File: config.mk
export PLATFORM = sky130hd
export DESIGN_NAME = decode_stage
export DESIGN_NICKNAME = d
export VERILOG_FILES = /design/src/rtl/decode_stage_pkg.sv /design/src/rtl/decode_stage_imm_gen.sv /design/src/rtl/decode_stage.sv
export SDC_FILE = /design/constraint.sdc
export NUM_CORES = 1
export LEC_CHECK = 0
export CELL_PAD_IN_SITES_DETAIL_PLACEMENT = 1
export CELL_PAD_IN_SITES_GLOBAL_PLACEMENT = 2
export CORE_MARGIN = 4
export CORE_UTILIZATION = 27
export CTS_CLUSTER_DIAMETER = 50
export DETAILED_ROUTE_END_ITERATION = 8
export GPL_TIMING_DRIVEN = 1
export PLACE_DENSITY = 0.95
export RECOVER_POWER = 50
export SLEW_MARGIN = 10
export SYNTH_ARGS = -nofsm -noshare
export SYNTH_HDL_FRONTEND = slang
export SYNTH_SLANG_ARGS = --single-unit
File: constraint.sdc
create_clock -name clk -period 18.5 [get_ports clk]
set_input_delay 4.625 -clock clk [delete_from_list [all_inputs] [get_ports clk]]
set_output_delay 4.625 -clock clk [all_outputs]
set_load 0.02 [all_outputs]
File: src/rtl/decode_stage_pkg.sv
// Shared constants for the RV32I decode stage: ALU op codes, opcodes, funct fields, immediate
// selects.
package decode_stage_pkg;

    localparam logic [3:0] ALU_ADD  = 4'd0;
    localparam logic [3:0] ALU_SUB  = 4'd1;
    localparam logic [3:0] ALU_SLL  = 4'd2;
    localparam logic [3:0] ALU_SLT  = 4'd3;
    localparam logic [3:0] ALU_SLTU = 4'd4;
    localparam logic [3:0] ALU_XOR  = 4'd5;
    localparam logic [3:0] ALU_SRL  = 4'd6;
    localparam logic [3:0] ALU_SRA  = 4'd7;
    localparam logic [3:0] ALU_OR   = 4'd8;
    localparam logic [3:0] ALU_AND  = 4'd9;

    localparam logic [6:0] OPC_OP     = 7'b0110011;
    localparam logic [6:0] OPC_OP_IMM = 7'b0010011;
    localparam logic [6:0] OPC_LUI    = 7'b0110111;
    localparam logic [6:0] OPC_AUIPC  = 7'b0010111;
    localparam logic [6:0] OPC_JAL    = 7'b1101111;
    localparam logic [6:0] OPC_JALR   = 7'b1100111;
    localparam logic [6:0] OPC_BRANCH = 7'b1100011;
    localparam logic [6:0] OPC_LOAD   = 7'b0000011;
    localparam logic [6:0] OPC_STORE  = 7'b0100011;

    localparam logic [2:0] F3_ADD_SUB = 3'b000;
    localparam logic [2:0] F3_SLL     = 3'b001;
    localparam logic [2:0] F3_SLT     = 3'b010;
    localparam logic [2:0] F3_SLTU    = 3'b011;
    localparam logic [2:0] F3_XOR     = 3'b100;
    localparam logic [2:0] F3_SRL_SRA = 3'b101;
    localparam logic [2:0] F3_OR      = 3'b110;
    localparam logic [2:0] F3_AND     = 3'b111;

    localparam logic [6:0] F7_BASE = 7'h00;
    localparam logic [6:0] F7_ALT  = 7'h20;

    typedef enum logic [2:0] {ImmI, ImmS, ImmB, ImmU, ImmJ} imm_sel_e;

    // Base (funct7 = 0) ALU op for OP / OP-IMM.
    function automatic logic [3:0] alu_op_from_f3(input logic [2:0] f3);
        logic [3:0] op;
        case (f3)
            F3_ADD_SUB: op = ALU_ADD;
            F3_SLL:     op = ALU_SLL;
            F3_SLT:     op = ALU_SLT;
            F3_SLTU:    op = ALU_SLTU;
            F3_XOR:     op = ALU_XOR;
            F3_SRL_SRA: op = ALU_SRL;
            F3_OR:      op = ALU_OR;
            F3_AND:     op = ALU_AND;
            default:    op = ALU_ADD;
        endcase
        return op;
    endfunction

endpackage

File: src/rtl/decode_stage_imm_gen.sv
// Immediate generator: selects and sign-extends the I/S/B/U/J immediate of an RV32I instruction.
module decode_stage_imm_gen
    import decode_stage_pkg::*;
(
    input  logic [31:7] instr,
    input  imm_sel_e    sel,
    output logic [31:0] imm
);

    always_comb begin
        imm = '0;
        unique case (sel)
            ImmI: imm = {{20{instr[31]}}, instr[31:20]};
            ImmS: imm = {{20{instr[31]}}, instr[31:25], instr[11:7]};
            ImmB: imm = {{19{instr[31]}}, instr[31], instr[7], instr[30:25], instr[11:8], 1'b0};
            ImmU: imm = {instr[31:12], 12'b0};
            ImmJ: imm = {{11{instr[31]}}, instr[31], instr[19:12], instr[20], instr[30:21], 1'b0};
            default: imm = '0;
        endcase
    end

endmodule

File: src/rtl/decode_stage.sv
// Registered RV32I decode stage feeding the execute-stage ALU over a valid/ready handshake.
// Define DECODE_WB_FWD_EN to add the writeback forwarding ports (wb_we/wb_rd/wb_data).
module decode_stage
    import decode_stage_pkg::*;
#(
    parameter int unsigned     XLEN     = 32,
    parameter logic [XLEN-1:0] RESET_PC = '0
) (
    input  logic            clk,
    input  logic            reset,
    input  logic            flush,
    input  logic            in_valid,
    output logic            in_ready,
    input  logic [31:0]     in_instr,
    input  logic [XLEN-1:0] in_pc,
    output logic [4:0]      rs1_addr,
    output logic [4:0]      rs2_addr,
    input  logic [XLEN-1:0] rs1_data,
    input  logic [XLEN-1:0] rs2_data,
`ifdef DECODE_WB_FWD_EN
    input  logic            wb_we,
    input  logic [4:0]      wb_rd,
    input  logic [XLEN-1:0] wb_data,
`endif
    output logic            out_valid,
    input  logic            out_ready,
    output logic [3:0]      out_alu_op,
    output logic [XLEN-1:0] out_alu_a,
    output logic [XLEN-1:0] out_alu_b,
    output logic [XLEN-1:0] out_imm,
    output logic [XLEN-1:0] out_rs2_data,
    output logic [XLEN-1:0] out_pc,
    output logic [4:0]      out_rd,
    output logic            out_rd_we,
    output logic [2:0]      out_funct3,
    output logic            out_is_branch,
    output logic            out_is_jump,
    output logic            out_is_load,
    output logic            out_is_store,
    output logic            out_illegal
);

    logic [6:0]      opcode;
    logic [2:0]      funct3;
    logic [6:0]      funct7;
    logic [4:0]      rd;
    logic [XLEN-1:0] rs1_val, rs2_val, imm;
    imm_sel_e        imm_sel;
    logic            capture;

    logic [3:0]      d_op;
    logic [XLEN-1:0] d_a, d_b, d_imm;
    logic            legal, writes, d_br, d_jp, d_ld, d_st;

    assign opcode   = in_instr[6:0];
    assign rd       = in_instr[11:7];
    assign funct3   = in_instr[14:12];
    assign rs1_addr = in_instr[19:15];
    assign rs2_addr = in_instr[24:20];
    assign funct7   = in_instr[31:25];

`ifdef DECODE_WB_FWD_EN
    always_comb begin
        rs1_val = rs1_data;
        rs2_val = rs2_data;
        if (wb_we && wb_rd != 5'd0 && wb_rd == rs1_addr) rs1_val = wb_data;
        if (wb_we && wb_rd != 5'd0 && wb_rd == rs2_addr) rs2_val = wb_data;
    end
`else
    assign rs1_val = rs1_data;
    assign rs2_val = rs2_data;
`endif

    // Kept separate from the main decode so imm feeds d_b without a combinational loop.
    always_comb begin
        case (opcode)
            OPC_STORE:          imm_sel = ImmS;
            OPC_BRANCH:         imm_sel = ImmB;
            OPC_LUI, OPC_AUIPC: imm_sel = ImmU;
            OPC_JAL:            imm_sel = ImmJ;
            default:            imm_sel = ImmI;
        endcase
    end

    decode_stage_imm_gen u_imm_gen (
        .instr (in_instr[31:7]),
        .sel   (imm_sel),
        .imm   (imm)
    );

    always_comb begin
        d_op   = ALU_ADD;
        d_a    = '0;
        d_b    = '0;
        d_imm  = imm;
        legal  = (in_instr[1:0] == 2'b11);
        writes = 1'b0;
        d_br   = 1'b0;
        d_jp   = 1'b0;
        d_ld   = 1'b0;
        d_st   = 1'b0;
        case (opcode)
            OPC_OP: begin
                d_a    = rs1_val;
                d_b    = rs2_val;
                d_imm  = '0;
                writes = 1'b1;
                d_op   = alu_op_from_f3(funct3);
                if (funct7 == F7_ALT && funct3 == F3_ADD_SUB)      d_op  = ALU_SUB;
                else if (funct7 == F7_ALT && funct3 == F3_SRL_SRA) d_op  = ALU_SRA;
                else if (funct7 != F7_BASE)                        legal = 1'b0;
            end
            OPC_OP_IMM: begin
                d_a    = rs1_val;
                d_b    = imm;
                writes = 1'b1;
                d_op   = alu_op_from_f3(funct3);
                if (funct3 == F3_SLL || funct3 == F3_SRL_SRA) begin
                    d_b = {{(XLEN-5){1'b0}}, in_instr[24:20]};
                    if (funct3 == F3_SRL_SRA && funct7 == F7_ALT) d_op  = ALU_SRA;
                    else if (funct7 != F7_BASE)                   legal = 1'b0;
                end
            end
            OPC_LUI: begin
                d_b    = imm;
                writes = 1'b1;
            end
            OPC_AUIPC: begin
                d_a    = in_pc;
                d_b    = imm;
                writes = 1'b1;
            end
            OPC_JAL, OPC_JALR: begin
                d_a    = in_pc;
                d_b    = XLEN'(4);
                d_jp   = 1'b1;
                writes = 1'b1;
            end
            OPC_BRANCH: begin
                d_a  = rs1_val;
                d_b  = rs2_val;
                d_br = 1'b1;
                case (funct3)
                    3'b000, 3'b001: d_op = ALU_SUB;
                    3'b100, 3'b101: d_op = ALU_SLT;
                    3'b110, 3'b111: d_op = ALU_SLTU;
                    default:        legal = 1'b0;
                endcase
            end
            OPC_LOAD: begin
                d_a    = rs1_val;
                d_b    = imm;
                d_ld   = 1'b1;
                writes = 1'b1;
            end
            OPC_STORE: begin
                d_a  = rs1_val;
                d_b  = imm;
                d_st = 1'b1;
            end
            default: legal = 1'b0;
        endcase
        if (!legal) begin
            d_op  = ALU_ADD;
            d_a   = '0;
            d_b   = '0;
            d_imm = '0;
            d_br  = 1'b0;
            d_jp  = 1'b0;
            d_ld  = 1'b0;
            d_st  = 1'b0;
        end
    end

    assign in_ready = !out_valid || out_ready;
    assign capture  = in_valid && in_ready && !flush;

    always_ff @(posedge clk or posedge reset) begin
        if (reset) begin
            out_valid     <= 1'b0;
            out_alu_op    <= ALU_ADD;
            out_alu_a     <= '0;
            out_alu_b     <= '0;
            out_imm       <= '0;
            out_rs2_data  <= '0;
            out_pc        <= RESET_PC;
            out_rd        <= '0;
            out_rd_we     <= 1'b0;
            out_funct3    <= '0;
            out_is_branch <= 1'b0;
            out_is_jump   <= 1'b0;
            out_is_load   <= 1'b0;
            out_is_store  <= 1'b0;
            out_illegal   <= 1'b0;
        end else begin
            // Flush suppresses capture and clears a held entry; a stalled entry stays put.
            out_valid <= capture || (out_valid && !out_ready && !flush);
            if (capture) begin
                out_alu_op    <= d_op;
                out_alu_a     <= d_a;
                out_alu_b     <= d_b;
                out_imm       <= d_imm;
                out_rs2_data  <= rs2_val;
                out_pc        <= in_pc;
                out_rd        <= rd;
                out_rd_we     <= legal && writes && (rd != 5'd0);
                out_funct3    <= funct3;
                out_is_branch <= d_br;
                out_is_jump   <= d_jp;
                out_is_load   <= d_ld;
                out_is_store  <= d_st;
                out_illegal   <= !legal;
            end
        end
    end

endmodule

**After elaboration in Yosys (flattened, before gate mapping)**

Memory sizes are Yosys's and may differ from the RTL's.
Index checks and enable logic that the tools add are counted.

- Register bits: 179
- Bits in read-only memories: 64
- Bits of input ports: 133
- Output and inout port bits: 190
- Memories kept: 2

Memories:

| memory | words | width | rd ports | clocked after Yosys merged registers in | wr ports | line | text |
|---|---|---|---|---|---|---|---|
| (no name shown) | 8 | 4 | 1 | 0 | 0 | decode_stage_pkg.sv:43 | `case (f3)` |
| (no name shown) | 8 | 4 | 1 | 0 | 0 | decode_stage_pkg.sv:43 |  |

- Eq/ne operators: 20
- Multiplexer cells: 31
- Reduce and logical (&&, ||, !) cells: 31

Operator list:

| kind | count |
|---|---|
| two-way mux 32 bit | 5 |
| case mux 32 bit (5 select lines) | 1 |
| case mux 32 bit (4 select lines) | 1 |
| case mux 32 bit (2 select lines) | 1 |
| == test 7 x 6 -> 1 bit (second input constant) | 4 |
| == test 7 bit (second input constant) | 3 |
| two-way mux 4 bit | 5 |
| == test 3 bit (second input constant) | 5 |
| == test 7 x 5 -> 1 bit (second input constant) | 2 |
| two-way mux 1 bit | 14 |
| case mux 3 bit (4 select lines) | 1 |
| case mux 4 bit (3 select lines) | 1 |
| OR reduction 2 bit | 6 |
| OR reduction 6 bit | 2 |
| case mux 3 bit (3 select lines) | 1 |
| logical AND 1 bit | 8 |
| == test 7 x 2 -> 1 bit (second input constant) | 1 |
| nonzero test 7 bit | 1 |
| OR reduction 7 bit | 1 |
| == test 3 x 1 -> 1 bit (second input constant) | 2 |
| == test 3 x 2 -> 1 bit (second input constant) | 2 |
| logical NOT 3 bit | 2 |
| nonzero test 5 bit | 1 |
| OR reduction 5 bit | 1 |
| 6 further kinds | 11 |

**Logic depth before layout (Yosys ltp)**

- Word-level depth: 8
- Depth in mapped cells: 10
- Mapped depth without buffers: 8

**Cells and area by module**

A second synthesis with hierarchy kept.

- Cells, all modules: 882
- Area total of the unflattened synthesis: 8207.9 µm²

By module, submodules not included:

| module | instances | cells each | area an instance (µm²) | seq. area each (µm²) |
|---|---|---|---|---|
| decode_stage | 1 | 788 | 7667.4 | 4479.3 |
| decode_stage_imm_gen | 1 | 94 | 540.5 | 0.0 |

**Least setup slack after synthesis**

No wires, ideal clock.

- Kind: input port to output port
- Start: in out_ready
- End: out in_ready
- Arrival: 4.917 ns
- Data required time: 13.875 ns
- Path slack: 8.958 ns
- Stages: 2
- Cell sequence: nor2b_1 inv_1

- Cells in the longest elaborated chain, start to end: 1

Ends and longest elaborated chain:

| what | line | text |
|---|---|---|
| start: declaration | decode_stage.sv:26 | `input logic out_ready,` |
| logical OR 1 bit | decode_stage.sv:175 | `assign in_ready = !out_valid \|\| out_ready;` |
| end: declaration | decode_stage.sv:13 | `output logic in_ready,` |

Every way passes these cells.

**Worst setup path in the final report**

Ends and elaborated chain as after synthesis.

==> run summary <==
The run finished, with violations left. The checks that failed: capacitance limit, slew limit. Entering global routing, the biggest net connects between 100 and 150 pins.

The areal power density over the cells came out at 80.3 nW/um^2. Across the run, the number of max-cap violations was 1. The sequential cell area is roughly 4500 sq um. Traced cell by cell, the critical path runs through dlygate4sd3_1 > nor2b_1 > inv_1 > clkdlybuf4s50_1. The fraction of the cycle the final worst path needs is around 58%. The shortest period the worst path allows is approximately 11 ns. The source-to-sink clock delay at the later pin of the worst-skew pair is 0.42 ns. The min-delay analysis places its worst path in the category reg -> reg. After the first detailed-routing iteration, the DRC count stood at approximately 310. Across the routed clock network, the largest skew measured is roughly 0.0069 ns.

Summed over all failing endpoints, the final setup total negative slack is 0 ns. After clock tree synthesis, the flow added hold-fix buffers numbering 0. The max-slew violation count is 103. On the critical path, the stage with the largest delay is an instance of sky130_fd_sc_hd__clkdlybuf4s50_1. In this run the worst path has a maximum fanout of 3. The final number of hold-violating endpoints came out at 0.

The footprint of the multi-input gates is 3240 sq um. In this run, synthesis produced a sequential element count of ~180. The slack of the worst reg-to-reg path came out at ~16 ns. The antenna violation net count after detailed routing came out at 0. Across the VDD grid, the largest voltage drop is ~0.000048 V. The highest cell delay on the worst timing path came out at approximately 0.55 ns. The actual transition at the worst max-transition pin came out at 4.91 ns. The cell at the root of the clock tree is sky130_fd_sc_hd__clkbuf_16.

The area after detailed placement is 11500 sq um. The per-instance average area after synthesis is 9.34 sq um. The critical path in this run is classified as in -> out. The level count of the clock H-tree is 4. The post-synthesis async set-or-reset flop share is 100%.

The final wirelength is 32100 microns. Dividing the detail-routed wire length by the instance count gives 20.7 microns. Buffers placed on the I/O ports in this run total 322.

The fraction of final layout cells with drive strength greater than 1 came out at 9.66%. The vias per cell came out at 4.88. For this run, design rule violations remaining after detail routing come to 0. STA classifies the critical path endpoint as a primary output. The first TritonRoute pass finished after 5 iterations. The finished cells cover between 10000 and 15000 sq um. STA classifies the critical path startpoint as an input pin. The number of gates given a new drive strength after cts is 0. The arrival time at the worst endpoint came out at between 6 and 7 ns. Counting the buffers created by CTS gives 17. The commonest non-fill, non-tap cell in the layout is sky130_fd_sc_hd__nand2_1. In this run the cell area of the synthesized design comes to 8070 sq um. Measured against its own limit, the worst slew margin works out to -229%.

The number of nets in the synthesized netlist is ~1k. The fmax came out at 93.5 MHz. The final layout contains roughly 1.3k nets. The weighted congestion at the end of routability-driven global placement came out at about 0.8. The total via count after detailed routing is 7560.

The overall die height came out at 181 microns. The yosys synthesis warning count came out at 0. The number of distinct library cells after synthesis is 48. Hold timing on the final database bottoms out at a slack of around 0.47 ns. Global routing used slightly below 20% of the available tracks. The number of failing setup endpoints in the final timing report is 0. The number of inserted diodes came out at 0. The die is about 180 microns wide.

Leaving out fill and tap cells, the most frequent cells in the layout are sky130_fd_sc_hd__nand2_1 (311), sky130_fd_sc_hd__dfrtp_1 (179), sky130_fd_sc_hd__dlygate4sd3_1 (174). The gate count after technology mapping came out at 864. The placed instance count came out at around 1.5k. Setup repair after global routing left no endpoint under its margin.

The leakage power figure came out at between 5 and 6 nW. The required time at the worst-slack endpoint came out at approximately 14 ns. Leaving out filler cells and counting taps, the final layout contains around 1.6k. The number of sinks on the clock net is between 150 and 200.

TritonCTS built the clock tree. The most instantiated flip-flop cell in the synthesis netlist is sky130_fd_sc_hd__dfrtp_1. The total congestion overflow came out at 0. The number of placement rows is 63.

In this run the biggest area consumer among cell types represents 55.5% of the synthesized area. The post-synthesis sequential area ratio came out at 55.5%. Of all cell types, the one taking the most synthesized area is sky130_fd_sc_hd__dfrtp_1. The initial antenna violation count came out at 2.

The largest buffer count on any clock path came out at 2. The overall die area came out at 32700 sq um. Pin placement for this block handled ~320 I/O pins. After synthesis, the cell types taking the most area are sky130_fd_sc_hd__dfrtp_1 (55%), sky130_fd_sc_hd__nand2_1 (14%), sky130_fd_sc_hd__o21ai_2 (6.5%). The number of inserted filler cells in the final layout is ~3.4k. The detailed-placement wirelength estimate came out at 23100 microns. The area added between synthesis and finish came out at 49.9%. The starting utilization of the core area came out at between 20% and 30%. The first global-routing pass estimated approximately 50000 microns of wire.

The number of setup buffers added after CTS is 0. In this run, synthesis inferred 0 flip-flops with an integrated enable. The via count of the first global-routing pass is between 8k and 9k. The region available for standard cell placement spans approximately 30000 sq um.

After clock tree synthesis, the clock-pin slew on the worst setup and hold paths is 0.07 ns.
==> Yosys cell counts, types with 7 or more instances <==
library cell               count
sky130_fd_sc_hd__nand2_1     311
sky130_fd_sc_hd__dfrtp_1     179
sky130_fd_sc_hd__o21ai_2      60
sky130_fd_sc_hd__a21oi_1      41
sky130_fd_sc_hd__a22oi_1      41
sky130_fd_sc_hd__clkbuf_1     39
sky130_fd_sc_hd__o21ai_0      34
sky130_fd_sc_hd__nor2_1       31
sky130_fd_sc_hd__a22o_1       17
sky130_fd_sc_hd__buf_4        10
sky130_fd_sc_hd__nand3_1       8
sky130_fd_sc_hd__buf_1         7
sky130_fd_sc_hd__buf_6         7
sky130_fd_sc_hd__inv_1         7
sky130_fd_sc_hd__nor3_1        7
==> cells by family (layout without fill, tap and decap cells) <==
| group | after synthesis | after routing | share of synthesized area (%) |
|---|---|---|---|
| AND/OR/NAND/NOR | 384 | 384 | 19.2 |
| flip-flops | 179 | 179 | 55.5 |
| AO/OA/AOI/OAI | 220 | 220 | 19.7 |
| multiplexers | 1 | 1 | 0.140 |
| adder cells (fa/ha/maj) | 4 | 4 | 0.620 |
| XOR/XNOR | 1 | 1 | 0.109 |
| buffers and inverters | 75 | 371 | 4.68 |
==> stage by stage <==
| step | power [mW] | util, % | worst slack [ns] |
|---|---|---|---|
| 5_1_grt | 1.02 | 40.9 | 7.74 |
| 6_report | 0.972 | 40.9 | 7.81 |
| 2_1_floorplan | 0.521 | - | 8.96 |
| 3_3_place_gp | 0.631 | 39.0 | 8.00 |
| 3_5_place_dp | 0.634 | 39.0 | 7.93 |
| 4_1_cts | 0.999 | 41.0 | 7.93 |
==> worst paths after layout <==
path	from	end	cells past startpoint
worst max-delay path	out_ready	in_ready	4
worst min-delay path	out_rs2_data[23]	out_rs2_data[23]	2
worst max register to register	out_valid	out_alu_b[24]	7
worst min register to register	out_rs2_data[23]	out_rs2_data[23]	2
max in group asynchronous	reset	out_rs2_data[27]	3
min in group asynchronous	reset	out_imm[1]	2
==> layout make-up <==
class	instances	share of cell area, %
flip-flops and latches	179	37.0
repair buffers	332	27.3
multi-input cells	610	26.8
well taps	390	4.03
clock buffers	21	3.80
clock inverters	11	0.868
inverters	7	0.227
==> report_power, final <==
part	switching [mW]	internal [mW]	total [mW]
sequential	0.0131	0.417	0.430
combinational	0.106	0.0773	0.183
clock	0.165	0.194	0.359
==> routing by layer <==
metal	vias up	routed length [microns]	global-route usage, %
met5	-	18	0
met4	4	492	4.36
met3	31	2850	7.25
met2	271	15500	32.5
met1	3765	13300	24.2
li1	3489	-	-
==> critical path, delay by kind of cell <==
kind	cells	cell delay (ns)
buf+inv	3	1.19
simple gates	1	0.25
==> state kept, by name (all words and copies together) (netlist names) <==
register and cells:
out_is_jump 1, out_rd_we 1, out_valid 1, out_pc 32
out_rs2_data 32, out_rd 5, out_alu_a 32, out_alu_op 4
out_is_store 1, out_alu_b 32, out_imm 32, out_funct3 3
out_illegal 1, out_is_branch 1, out_is_load 1
No activity file was read; power rests on OpenSTA's default activity.
